$ cat config.mk
export PLATFORM = sky130hd
export DESIGN_NAME = te_radio_enable_seq_flat
export DESIGN_NICKNAME = d
export VERILOG_FILES = /design/src/rtl/te_radio_enable_seq_pkg.sv /design/src/rtl/te_radio_enable_seq_if.sv /design/src/rtl/te_radio_enable_seq_sync.sv /design/src/rtl/te_radio_enable_seq.sv /design/src/flat_wrapper.sv
export SDC_FILE = /design/constraint.sdc
export NUM_CORES = 1
export LEC_CHECK = 0
export ABC_AREA = 1
export ABC_CLOCK_PERIOD_IN_PS = 2450
export CORE_ASPECT_RATIO = 1.2
export CORE_MARGIN = 2
export CORE_UTILIZATION = 44
export DETAILED_ROUTE_END_ITERATION = 6
export GPL_TIMING_DRIVEN = 0
export PLACE_DENSITY = 0.62
export SLEW_MARGIN = 20
export SYNTH_ARGS = -nofsm -noshare
export SYNTH_HDL_FRONTEND = slang
export SYNTH_SLANG_ARGS = --single-unit
export TNS_END_PERCENT = 30
$ cat constraint.sdc
create_clock -name ck -period 2.45 [get_ports ck]
set_clock_uncertainty 0.1 [all_clocks]
set_input_delay 0.735 -clock ck [delete_from_list [all_inputs] [get_ports ck]]
set_output_delay 0.735 -clock ck [all_outputs]
set_load 0.03 [all_outputs]
$ cat src/rtl/te_radio_enable_seq_pkg.sv
// te_radio_enable_seq_pkg: shared state type, default timings and counter sizing for the radio-enable sequencer
package te_radio_enable_seq_pkg;
    typedef enum logic [1:0] {TE_RE_IDLE, TE_RE_WARMUP, TE_RE_ON, TE_RE_COOLDOWN} te_re_state_e;
    localparam int TE_SYNC_STAGES  = 2;
    localparam int TE_WARMUP_CYC   = 16;
    localparam int TE_MIN_ON_CYC   = 8;
    localparam int TE_COOLDOWN_CYC = 4;
    function automatic int cnt_width(int a, int b, int c);
        int m;
        m = a > b ? a : b;
        m = m > c ? m : c;
        return $clog2(m + 1);
    endfunction
endpackage

$ cat src/rtl/te_radio_enable_seq_if.sv
// te_radio_enable_seq_if: request/isolate inputs and sequenced enable outputs of the sequencer
//   radio_req_async   raw request (async), isolateM1M2 force-off
//   radioEnableSynced sequenced enable, radio_busy not idle, warmup_done warm-up completion pulse
interface te_radio_enable_seq_if;
    logic radio_req_async;
    logic isolateM1M2;
    logic radioEnableSynced;
    logic radio_busy;
    logic warmup_done;
    modport master (output radio_req_async, isolateM1M2, input radioEnableSynced, radio_busy, warmup_done);
    modport slave  (input radio_req_async, isolateM1M2, output radioEnableSynced, radio_busy, warmup_done);
endinterface

$ cat src/rtl/te_radio_enable_seq_sync.sv
// te_sync_ff: 1-bit multi-flop synchroniser cleared by synchronous active-low reset
//   ck clock, srst_n reset, i_d async input, o_q synchronised output
module te_sync_ff #(
    parameter int STAGES = 2
) (
    input  logic ck,
    input  logic srst_n,
    input  logic i_d,
    output logic o_q
);
    logic [STAGES-1:0] r_sync;
    always_ff @(posedge ck)
        r_sync <= !srst_n ? '0 : {r_sync[STAGES-2:0], i_d};
    assign o_q = r_sync[STAGES-1];
endmodule

$ cat src/rtl/te_radio_enable_seq.sv
// te_radio_enable_seq: sequences an async radio request into a warmed-up, minimum-on, cooled-down enable
//   ck clock, srst_n synchronous active-low reset, bus request/isolate in, enable/busy/warmup_done out
module te_radio_enable_seq
    import te_radio_enable_seq_pkg::*;
#(
    parameter int SYNC_STAGES  = TE_SYNC_STAGES,
    parameter int WARMUP_CYC   = TE_WARMUP_CYC,
    parameter int MIN_ON_CYC   = TE_MIN_ON_CYC,
    parameter int COOLDOWN_CYC = TE_COOLDOWN_CYC
) (
    input logic ck,
    input logic srst_n,
    te_radio_enable_seq_if.slave bus
);
    localparam int CNT_W = cnt_width(WARMUP_CYC, MIN_ON_CYC, COOLDOWN_CYC);
    if (SYNC_STAGES < 2 || WARMUP_CYC < 1 || MIN_ON_CYC < 1 || COOLDOWN_CYC < 1) begin : g_bad_param
        $error("te_radio_enable_seq: illegal timing parameters");
    end
    te_re_state_e     r_state, w_state_nxt;
    logic [CNT_W-1:0] r_cnt, w_cnt_nxt;
    logic             r_warmup_done, w_warmup_done_nxt;
    logic             w_req_s, w_cnt_zero;
    te_sync_ff #(.STAGES(SYNC_STAGES)) u_sync (
        .ck     (ck),
        .srst_n (srst_n),
        .i_d    (bus.radio_req_async),
        .o_q    (w_req_s)
    );
    assign w_cnt_zero = r_cnt == '0;
    always_ff @(posedge ck) begin
        if (!srst_n) begin
            r_state       <= TE_RE_IDLE;
            r_cnt         <= '0;
            r_warmup_done <= 1'b0;
        end else begin
            r_state       <= w_state_nxt;
            r_cnt         <= w_cnt_nxt;
            r_warmup_done <= w_warmup_done_nxt;
        end
    end
    // Counter is only loaded on entry and only decremented while nonzero, so it never wraps.
    always_comb begin
        w_state_nxt       = r_state;
        w_cnt_nxt         = r_cnt;
        w_warmup_done_nxt = 1'b0;
        if (bus.isolateM1M2) begin
            w_state_nxt = TE_RE_IDLE;
            w_cnt_nxt   = '0;
        end else begin
            case (r_state)
                TE_RE_IDLE: if (w_req_s) begin
                    w_state_nxt = TE_RE_WARMUP;
                    w_cnt_nxt   = CNT_W'(WARMUP_CYC - 1);
                end
                TE_RE_WARMUP: if (!w_req_s) begin
                    w_state_nxt = TE_RE_COOLDOWN;
                    w_cnt_nxt   = CNT_W'(COOLDOWN_CYC - 1);
                end else if (w_cnt_zero) begin
                    w_state_nxt       = TE_RE_ON;
                    w_cnt_nxt         = CNT_W'(MIN_ON_CYC - 1);
                    w_warmup_done_nxt = 1'b1;
                end else w_cnt_nxt = r_cnt - 1'b1;
                TE_RE_ON: if (!w_cnt_zero) w_cnt_nxt = r_cnt - 1'b1;
                else if (!w_req_s) begin
                    w_state_nxt = TE_RE_COOLDOWN;
                    w_cnt_nxt   = CNT_W'(COOLDOWN_CYC - 1);
                end
                default: if (w_cnt_zero) w_state_nxt = TE_RE_IDLE;
                else w_cnt_nxt = r_cnt - 1'b1;
            endcase
        end
    end
    // Plain gate on the state flop so isolation clamps the enable within the same cycle.
    assign bus.radioEnableSynced = (r_state == TE_RE_ON) & ~bus.isolateM1M2;
    assign bus.radio_busy        = r_state != TE_RE_IDLE;
    assign bus.warmup_done       = r_warmup_done;
endmodule
$ cat src/flat_wrapper.sv
// flat-port wrapper written by rule: the top's interface ports become plain ports
module te_radio_enable_seq_flat import te_radio_enable_seq_pkg::*;
#(
    parameter int SYNC_STAGES  = TE_SYNC_STAGES,
    parameter int WARMUP_CYC   = TE_WARMUP_CYC,
    parameter int MIN_ON_CYC   = TE_MIN_ON_CYC,
    parameter int COOLDOWN_CYC = TE_COOLDOWN_CYC
)
  (ck, srst_n, bus_radio_req_async, bus_isolateM1M2, bus_radioEnableSynced, bus_radio_busy, bus_warmup_done);
  te_radio_enable_seq_if bus_i ();
  input logic ck;
  input logic srst_n;
  input wire logic [$bits(bus_i.radio_req_async)-1:0] bus_radio_req_async;
  input wire logic [$bits(bus_i.isolateM1M2)-1:0] bus_isolateM1M2;
  output wire logic [$bits(bus_i.radioEnableSynced)-1:0] bus_radioEnableSynced;
  output wire logic [$bits(bus_i.radio_busy)-1:0] bus_radio_busy;
  output wire logic [$bits(bus_i.warmup_done)-1:0] bus_warmup_done;
  assign bus_i.radio_req_async = bus_radio_req_async;
  assign bus_i.isolateM1M2 = bus_isolateM1M2;
  assign bus_radioEnableSynced = bus_i.radioEnableSynced;
  assign bus_radio_busy = bus_i.radio_busy;
  assign bus_warmup_done = bus_i.warmup_done;
  te_radio_enable_seq #(.SYNC_STAGES(SYNC_STAGES), .WARMUP_CYC(WARMUP_CYC), .MIN_ON_CYC(MIN_ON_CYC), .COOLDOWN_CYC(COOLDOWN_CYC)) u_core (.ck(ck), .srst_n(srst_n), .bus(bus_i));
endmodule
## After elaboration in Yosys (flattened, before gate mapping)

Cells that the tools add are included.

- Word-level logic and storage cells: 41
- Output and inout bits: 3
- Flip-flop bits (word level): 10
- Bits of input ports: 4

- Reduce and logical (&&, ||, !) cells: 8
- Mux-type cells: 15
- Eq/ne operators: 8
- $add $sub $neg: 1
- Bitwise operators: 5

Operators by type and width:

| kind | count |
|---|---|
| 5-bit two-way mux | 6 |
| 5-bit case mux with 3 select lines | 1 |
| 2-bit two-way mux | 6 |
| 2-bit case mux with 3 select lines | 1 |
| 5-bit zero test | 1 |
| 5-bit AND reduction | 1 |
| 5-bit by 1-bit subtractor with 5-bit output, second input constant | 1 |
| 2-bit inequality test, second input constant | 2 |
| 4-bit inequality test, second input constant | 1 |
| 1-bit NOT | 4 |
| 4-bit OR reduction | 1 |
| 3-bit by 2-bit inequality test with 1-bit output, second input constant | 1 |
| 3-bit inequality test, second input constant | 1 |
| 3-bit AND reduction | 1 |
| 3-bit nonzero test | 1 |
| 2-bit by 1-bit == test with 1-bit output, second input constant | 1 |
| 2-bit == test, second input constant | 1 |
| 2-bit zero test | 1 |
| 2-bit by 1-bit inequality test with 1-bit output, second input constant | 1 |
| 2-bit nonzero test | 1 |
| 2-bit OR reduction | 1 |
| 1-bit bitwise AND | 1 |
| 1-bit two-way mux | 1 |

## Longest topological paths before layout

Gate-level depths: netlist of run 1.

- Depth after elaboration: 4
- Mapped depth: 11

## Hierarchy

From an unflattened synthesis of run 1, not the netlist that was laid out.

- Cells, all modules: 103
- Area total of the unflattened synthesis: 669.4 um^2

By module, submodules not included:

| module | area each (um^2) | cells an instance | instances | sequential area each (um^2) |
|---|---|---|---|---|
| te_radio_enable_seq | 614.3 | 97 | 1 | 160.2 |
| te_sync_ff | 55.1 | 6 | 1 | 40.0 |

## Worst setup path after synthesis of run 1

Ideal clock, no wire load.

- Path kind: input to output
- From: input bus_isolateM1M2
- To: output bus_radioEnableSynced
- Required time: 1615 ps
- Setup slack: 467 ps
- Buffers on the path: 0
- Data arrival time: 1148 ps
- Stages on the path: 1
- Cell sequence: nor2_1

- Word-level cells in the longest chain between the ends: 2

Ends and longest elaborated chain:

| item | line | RTL |
|---|---|---|
| start: declaration | flat_wrapper.sv:14 | `input wire logic [$bits(bus_i.isolateM1M2)-1:0] bus_isolateM1M2;` |
| 1-bit NOT | te_radio_enable_seq.sv:74 | `assign bus.radioEnableSynced = (r_state == TE_RE_ON) & ~bus.isolateM1M2;` |
| 1-bit bitwise AND | te_radio_enable_seq.sv:74 |  |
| end: declaration | flat_wrapper.sv:15 | `output wire logic [$bits(bus_i.radioEnableSynced)-1:0] bus_radioEnableSynced;` |

No other way between the ends.

## Worst setup path after layout of run 1

Same ends and word-level chain as after synthesis.

==> results.yml, run 1 <==
outcome:
  outcome: "complete, no violations"
power_and_ir_drop:
  power.switching_w: 0.0001685
  seqPwrFrac: 0.375
  power_w: 0.0004870
  peakVddDrop_v: 0.0003694
  p_int_w: 0.0003185
  power_density_nw_per_um2: 605.3
  p_comb_frac: 0.317
  clkPwrFrac: 0.308
  power.leakage_nw: 0.4082
  switching_share: 0.3459
clock_network:
  path_clk_slew_ps: 60
  clk_latency_ps: 270
  htreeDepth: 1
  cts_buffer_depth: 2
  cts_setup_buffers: 0
  cts-root-buf: "clkbuf_4"
  cts-buffers-inserted: 3
  cts_hold_buf: 0
  cts_tree: "done"
  numClockSinks: 10
worst_setup_path:
  crit_cells: 3
  cp_top_family: "buffers and inverters"
  critPathLaunchType: "input port"
  path_buf_inv: 2
  crit_arrival_ps: 1460
  worstSetupPathType: "input port to output pin"
  critPathRequiredTime_ps: 1620
  reg2reg_depth: 10
  crit_path_max_fanout: 2
  cp_cell_sequence: "clkdlybuf4s50_1 > nor2_1 > buf_2"
  end_kind: "output pin"
  slowest_stage: "clkdlybuf4s50_1"
  max_stage_delay_ps: 420
global_routing:
  grt_pass1_wl_um: 2097
  antenna_found_initial: 0
  grt_max_degree: 9
  grt_pass1_vias: 539
  grt_use_total: 0.1702
  grt_overflow: 0
timing:
  fin_crit_ps: 2297
  rsz0062_at_grt: "no"
  hold_ws_ps: 319.7
  relSlewSlack: 0.7356
  period_share: 0.9375
  hold_violations: 0
  tightestPinTransition_ps: 395.1
  setup_viol: 0
  maxSlewViolCount: 0
  fmax_ghz: 0.4354
  tns_ps: 0
logic_synthesis:
  ys_types: 18
  synth_commonest_cells: "nand2_1, inv_1, nor2_1, dfxtp_1"
  synth.top_cell.area_share: 0.2888
  yosysTopAreaCell: "dfxtp_1"
  ys_seq_elements: 10
  seq_area_frac_synth: 0.2888
  ys_dominant_reg_cell: "dfxtp_1"
  synth_most_common_cell: "nand2_1"
  synth_area_leaders: "dfxtp_1, nand2_1, ha_1"
  synth-edff-count: 0
  netlist_instances: 108
  mappedNetlistArea_um2: 693.2
  syn_nets: 118
  ys_async_sr_fraction: 0
  avgSynthCellArea_um2: 6.418
  synth_warnings: 0
route:
  vias: 631
  ant_nets: 0
  wl_per_cell_um: 9.748
  drt-total-wl_um: 1316
  dr.pass1.iters: 4
  first_iter_violations: 9
  vias_per_cell: 4.674
  drcViolationCount: 0
job:
  cap_violations: 0
min_path:
  whs_path_depth: 2
  min_path_type: "register to register"
die:
  core_um2: 1464
  die_x_um: 40.23
  row_count: 15
  dieArea_um2: 1910
  die_h_um: 47.48
  initial_core_util: 0.4735
  ioPinCount: 7
place:
  gp_congestion: 0.8208
  dp_hpwl_um: 1061
  portBuffers: 6
cells_and_area:
  syn_to_final_growth_pct: 16.07
  antenna_cells: 0
  drive_above_1_share: 0.1610
  fillerInstances: 164
  utilization: 0.5496
  nets: 129
## placed cells by master, fill, tap and decap left out, drive strengths merged
master         instances
dlygate4sd2            1
a21oi                  4
xor2                   1
nor3                   1
buf                    1
ha                     6
dfxtp                 10
o21ai                  6
clkbuf                 4
xnor2                  1
nor2                  17
clkdlybuf4s50          4
nand3                  7
inv                   20
nand2                 35
## final cells by class
class | count | area, um2 | share of cell area
inverter | 20 | 75.07 | 0.09331
multi-input combinational | 78 | 417.9 | 0.5194
clock buffer | 4 | 36.28 | 0.04510
tap | 17 | 21.27 | 0.02644
sequential | 10 | 200.2 | 0.2488
timing repair buffer | 6 | 53.80 | 0.06687
## worst min-delay path, delay by kind of cell, from the launching register on
| family | cells | cell delay, ps |
|---|---|---|
| buf+inv | 1 | 40 |
| flops | 1 | 310 |
| simple gates | 1 | 50 |
## logic make-up (layout without fill, tap and decap cells)
logic type | count (synthesis) | in the layout | share of synthesized area
buf+inv | 20 | 30 | 0.1083
xor+xnor | 2 | 2 | 0.02528
compound gates | 10 | 10 | 0.08302
simple gates | 60 | 60 | 0.3863
fa+ha+maj | 6 | 6 | 0.1083
flops | 10 | 10 | 0.2888
## registers in the layout, summed over array words and instances (netlist names)
name and cells:
u_core.r_cnt 5, u_core.r_state 2, u_core.u_sync.r_sync 2, u_core.bus.warmup_done 1
## worst paths after layout
path                           startpoint                      end  slack, ps
hold / removal    u_core.u_sync.r_sync[0]  u_core.u_sync.r_sync[1]        320
setup reg to reg        u_core.r_state[0]          u_core.r_cnt[3]        860
setup / recovery          bus_isolateM1M2    bus_radioEnableSynced        150
hold reg to reg   u_core.u_sync.r_sync[0]  u_core.u_sync.r_sync[1]        320
## layer usage
layer / vias to the layer above / wire (um) / part of all wire / GRT usage
li1: 344 / - / - / -
met1: 279 / 568 / 0.43 / 0.1768
met2: 6 / 686 / 0.52 / 0.2935
met3: 2 / 47 / 0.036 / 0.08372
met4: 0 / 13 / 0.0099 / 0.06000
met5: - / 0 / 0 / 0
## power groups by stage
stage	Combinational [W]	Sequential, W	Clock (W)
4_1_cts	0.000157	0.000183	0.000156
3_5_place_dp	0.000157	0.000187	0
3_3_place_gp	0.000154	0.000187	0
5_1_grt	0.000176	0.000184	0.000162
6_report	0.000154	0.000183	0.000150
2_1_floorplan	0.000123	0.000185	0
## per-stage QoR
stage | cells | area [um2] | worst slack, ps
2_1_floorplan | 108 | 693.2 | 466.6
3_5_place_dp | 131 | 774.5 | -329.9
3_3_place_gp | 131 | 774.5 | -316.3
4_1_cts | 135 | 810.8 | 37.73
6_report | 135 | 804.5 | 153.1
5_1_grt | 135 | 804.5 | 86.70
## repair_timing
action	in CTS	in global routing
hold endpoints to repair	0	0
gates resized for setup	4	2
setup endpoints to repair	2	1
No activity file was read; power rests on OpenSTA's default activity.
==> inputs of run 2 (changes only) <==
Settings changed: PLACE_DENSITY 0.62 to not set, PLACE_DENSITY_LB_ADDON set to 0.25.
==> run 2 against run 1 <==
  * Largest cell class unchanged
  * Combinational power hardly changed
  * Count of clock-buffer cells in the layout did not move
  * Highest routed layer unchanged
  * Non-clock buffer count unchanged
  * Die area is the same
  * Critical path type is now register to output pin
  * Clock power rose by 5%
  * Setup slack worse by 5.0 ps
  * Core utilization is the same
  * Register-to-register slack about the same
  * First-iteration DRC count is the same
==> results.yml, run 2 (synthesis results as in run 1) <==
place:
  placed_cell_area_um2: 774.5
  gp_congestion: 0.8234
  dp_hpwl_um: 1013
  dp_cells: 131
  portBuffers: 6
cells_and_area:
  stdcell_count: 135
  final_cell_mix: "nand2_1, inv_1, nor2_1, dfxtp_1"
  antenna_cells: 0
  syn_to_final_growth_pct: 16.07
  utilization: 0.5496
  drive_above_1_share: 0.1610
  top_register: "u_core.r_cnt"
  layout_commonest_cell: "nand2_1"
  nets: 129
  largest_reg_flops: 5
  fillerInstances: 152
  reg_top3: "u_core.r_cnt x5, u_core.r_state x2, u_core.u_sync.r_sync x2"
  fin_area_um2: 804.5
worst_setup_path:
  critPathLaunchType: "register"
  worstSetupPathType: "register to output pin"
  crit_path_max_fanout: 5
  rrSetupSlack_ps: 850
  crit_arrival_ps: 1470
  cp_cell_sequence: "inv_1 > ha_1 > inv_2 > dlygate4sd2_1"
  end_kind: "output pin"
  slowest_stage: "dlygate4sd2_1"
  max_stage_delay_ps: 400
  critPathRequiredTime_ps: 1620
power_and_ir_drop:
  power.leakage_nw: 0.4082
  power_density_nw_per_um2: 611.4
  peakVddDrop_v: 0.0002593
die:
  die_h_um: 47.48
  dieArea_um2: 1910
  initial_core_util: 0.4735
  core_um2: 1464
  ioPinCount: 7
  row_count: 15
  die_x_um: 40.23
outcome:
  outcome: "complete, no violations"
min_path:
  min_path_type: "register to register"
route:
  first_iter_violations: 9
  vias: 647
  drt-total-wl_um: 1281
  drcViolationCount: 0
  vias_per_cell: 4.793
  ant_nets: 0
  wl_per_cell_um: 9.489
  dr.pass1.iters: 4
timing:
  setup_viol: 0
  tightestPinTransition_ps: 441.0
  hold_violations: 0
  fmax_ghz: 0.4344
  tns_ps: 0
  rsz0062_at_grt: "no"
  period_share: 0.9395
  fin_crit_ps: 2302
  relSlewSlack: 0.7049
  maxSlewViolCount: 0
clock_network:
  numClockSinks: 10
  cts_tree: "done"
  clk_latency_ps: 280
  htreeDepth: 1
  cts_setup_buffers: 0
  cts_buffer_depth: 2
  cts-buffers-inserted: 3
  cts-root-buf: "clkbuf_4"
  path_clk_slew_ps: 80
global_routing:
  antenna_found_initial: 0
  grt_use_total: 0.1746
  grt_overflow: 0
  grt_max_degree: 9
  grt_pass1_wl_um: 2221
  grt_pass1_vias: 548
job:
  cap_violations: 0
run 2: cell counts in the layout (fill, tap and decap cells not counted):
No cell type changed its count.
run 2: metrics by stage:
| step | hold WS, ps | setup WS [ps] | power (W) |
|---|---|---|---|
| after floorplan | 290.0 | 466.6 | 0.0003072 |
| final | 320.4 | 148.2 | 0.0004919 |
| after global routing | 347.8 | 87.82 | 0.0005265 |
| after detailed placement | 309.9 | -324.9 | 0.0003409 |
| after global placement | 310.1 | -314.3 | 0.0003387 |
| after CTS | 328.4 | 33.32 | 0.0004983 |
run 2: what timing repair did:
item                       CTS  global route
hold buffers                 0             0
resized for setup            4             2
setup endpoints to repair    2             1
run 2: where the power goes:
part           internal (W)  total [W]  switching (W)
sequential         0.000173   0.000183     0.00000954
clock             0.0000905   0.000157      0.0000667
combinational     0.0000549   0.000152      0.0000969
run 2: area by class of cell:
class,count,area [um2],area share
Clock buffer,4,36.28,0.04510
Inverter,20,75.07,0.09331
Multi-Input combinational cell,78,417.9,0.5194
Sequential cell,10,200.2,0.2488
Tap cell,17,21.27,0.02644
Timing Repair Buffer,6,53.80,0.06687
run 2: routing by layer:
metal / up-vias / global-route usage / routed length [um]
met5: - / 0 / 0
met2: 10 / 0.2935 / 641
met4: 0 / 0.1000 / 34
met1: 285 / 0.1988 / 567
li1: 347 / - / -
met3: 5 / 0.04186 / 37
run 2: path summary, 6_finish.rpt:
| kind | startpoint | end | depth (start not counted) |
|---|---|---|---|
| min reg2reg | u_core.u_sync.r_sync[0] | u_core.u_sync.r_sync[1] | 2 |
| max reg2reg | u_core.r_state[0] | u_core.r_cnt[2] | 10 |
| max | u_core.r_state[0] | bus_radio_busy | 4 |
| min | u_core.u_sync.r_sync[0] | u_core.u_sync.r_sync[1] | 2 |
run 2: critical path: cells and delay by family, from the launching register on:
family	cells	cell delay, ps
flops	1	360
buf+inv	3	600
fa+ha+maj	1	220
==> inputs of run 3 (changes only) <==
Settings changed: ABC_CLOCK_PERIOD_IN_PS 2450 to 2400, CORE_ASPECT_RATIO 1.2 to not set.
Clock period 2.45 ns to 2.4 ns, I/O delays scaled along.
==> run 3 against run 2 <==
  * Via count down 1.5%
  * Sequential power barely moved
  * First-iteration DRC count is 33% lower
  * Non-clock buffer count unchanged
  * Cell area is 1.9% lower
  * Global-route usage fell by 1.0 points
  * Power fell by 5.9%
  * Clock power shrank 24%
==> results.yml, run 3 (synthesis results as in run 1) <==
worst_setup_path:
  critPathRequiredTime_ps: 1580
  crit_path_max_fanout: 5
  slowest_stage: "dlygate4sd2_1"
  crit_arrival_ps: 1440
  cp_cell_sequence: "inv_1 > ha_1 > inv_2 > dlygate4sd2_1"
  critPathLaunchType: "register"
  reg2reg_depth: 10
  cp_top_family: "buffers and inverters"
  max_stage_delay_ps: 400
  path_buf_inv: 3
  worstSetupStartpoint: "u_core.r_state[0]"
  timing.rr.start: "u_core.r_state[0]"
  crit_cells: 4
  end_kind: "output pin"
  worstSetupPathType: "register to output pin"
power_and_ir_drop:
  power.leakage_nw: 0.4010
  seqPwrFrac: 0.403
  p_int_w: 0.0002909
  power.switching_w: 0.0001718
  power_w: 0.0004627
  p_comb_frac: 0.339
  power_density_nw_per_um2: 586.1
  peakVddDrop_v: 0.0003133
  switching_share: 0.3713
  clkPwrFrac: 0.258
die:
  initial_core_util: 0.4655
  dieArea_um2: 1909
  core_um2: 1489
  ioPinCount: 7
  die_h_um: 43.69
  row_count: 14
  die_x_um: 43.69
place:
  portBuffers: 6
  dp_hpwl_um: 1010
  placed_cell_area_um2: 773.2
  gp_congestion: 0.7498
  place_ws_ps: -330.8
route:
  vias: 637
  dr.pass1.iters: 4
  drcViolationCount: 0
  ant_nets: 0
  wl_per_cell_um: 9.827
  vias_per_cell: 4.789
  first_iter_violations: 6
  drt-total-wl_um: 1307
timing:
  setup_viol: 0
  relSlewSlack: 0.7206
  fmax_ghz: 0.4418
  rsz0062_at_grt: "no"
  tns_ps: 0
  fin_crit_ps: 2264
  tightestPinTransition_ps: 417.6
  layout_setup_ws_ps: 136.3
  maxSlewViolCount: 0
  period_share: 0.9432
  hold_violations: 0
global_routing:
  grt_use_total: 0.1642
  grt_pass1_vias: 552
  antenna_found_initial: 0
  grt_overflow: 0
  grt_max_degree: 9
  grt_pass1_wl_um: 2352
cells_and_area:
  utilization: 0.5303
  antenna_cells: 0
  nets: 129
  largest_reg_flops: 5
  fin_area_um2: 789.5
  final_cell_mix: "nand2_1, inv_1, nor2_1, dfxtp_1"
  syn_to_final_growth_pct: 13.90
  reg_top3: "u_core.r_cnt x5, u_core.r_state x2, u_core.u_sync.r_sync x2"
  layout_commonest_cell: "nand2_1"
  drive_above_1_share: 0.1538
  top_register: "u_core.r_cnt"
clock_network:
  numClockSinks: 10
  cts_tree: "done"
  cts-buffers-inserted: 3
  clk_latency_ps: 270
  path_clk_slew_ps: 70
  cts_buffer_depth: 2
  cts_hold_buf: 0
  cts-root-buf: "clkbuf_4"
  htreeDepth: 1
min_path:
  min_path_type: "register to register"
  whs_path_depth: 2
  worstHoldStart: "u_core.u_sync.r_sync[0]"
outcome:
  outcome: "complete, no violations"
job:
  cap_violations: 0
==> run 3: changes by cell type in the layout (fill, tap and decap cells not counted), sizes merged <==
cell    change
clkbuf      -1
==> run 3: power by group through the flow <==
stage	Combinational, W	Clock [W]	Sequential [W]
detailed placement	0.000159	0	0.000190
global route	0.000179	0.000128	0.000188
CTS	0.000158	0.000120	0.000186
floorplan	0.000125	0	0.000188
global placement	0.000156	0	0.000190
finish	0.000157	0.000119	0.000186
==> run 3: through the flow <==
| step | instances | hold WS (ps) |
|---|---|---|
| after floorplan | 108 | 290.0 |
| after global placement | 130 | 308.0 |
| after detailed placement | 130 | 310.7 |
| after CTS | 133 | 330.0 |
| after global routing | 133 | 368.3 |
| final | 133 | 325.0 |
==> run 3: what timing repair did <==
| item | in CTS | in global routing |
|---|---|---|
| endpoints found under the setup margin | 2 | 1 |
| buffers inserted | 0 | 0 |
| gates cloned | 0 | 0 |
| resized for setup | 4 | 2 |
==> run 3: path summary, 6_finish.rpt <==
kind                            slack (ps)                      end
worst max-delay path                   140           bus_radio_busy
worst min register to register         330  u_core.u_sync.r_sync[1]
worst min-delay path                   330  u_core.u_sync.r_sync[1]
worst max register to register         770          u_core.r_cnt[3]
==> run 3: routing by layer <==
layer  track usage  vias to the layer above  routed length, um
met3       0.04167                        4                 50
met4       0.07273                        0                 21
met1        0.2134                      276                652
met2        0.2559                       12                582
li1              -                      345                  -
met5             0                        -                  0
==> run 3: worst register-to-register path, cell delays in order (launching register included) <==
cell	delay, ps
dfxtp_1	360
inv_1	80
ha_1	230
inv_2	100
nor2_2	50
nor2_2	130
nand2_2	80
nand2_4	110
inv_2	60
nor2_2	130
a21oi_1	80
==> run 3: area by class of cell <==
cell class,instances,area [um2]
Fill cell,155,699.4
Multi-Input combinational cell,78,417.9
Sequential cell,10,200.2
Inverter,20,75.07
Timing Repair Buffer,6,53.80
Clock buffer,3,22.52
Tap cell,16,20.02
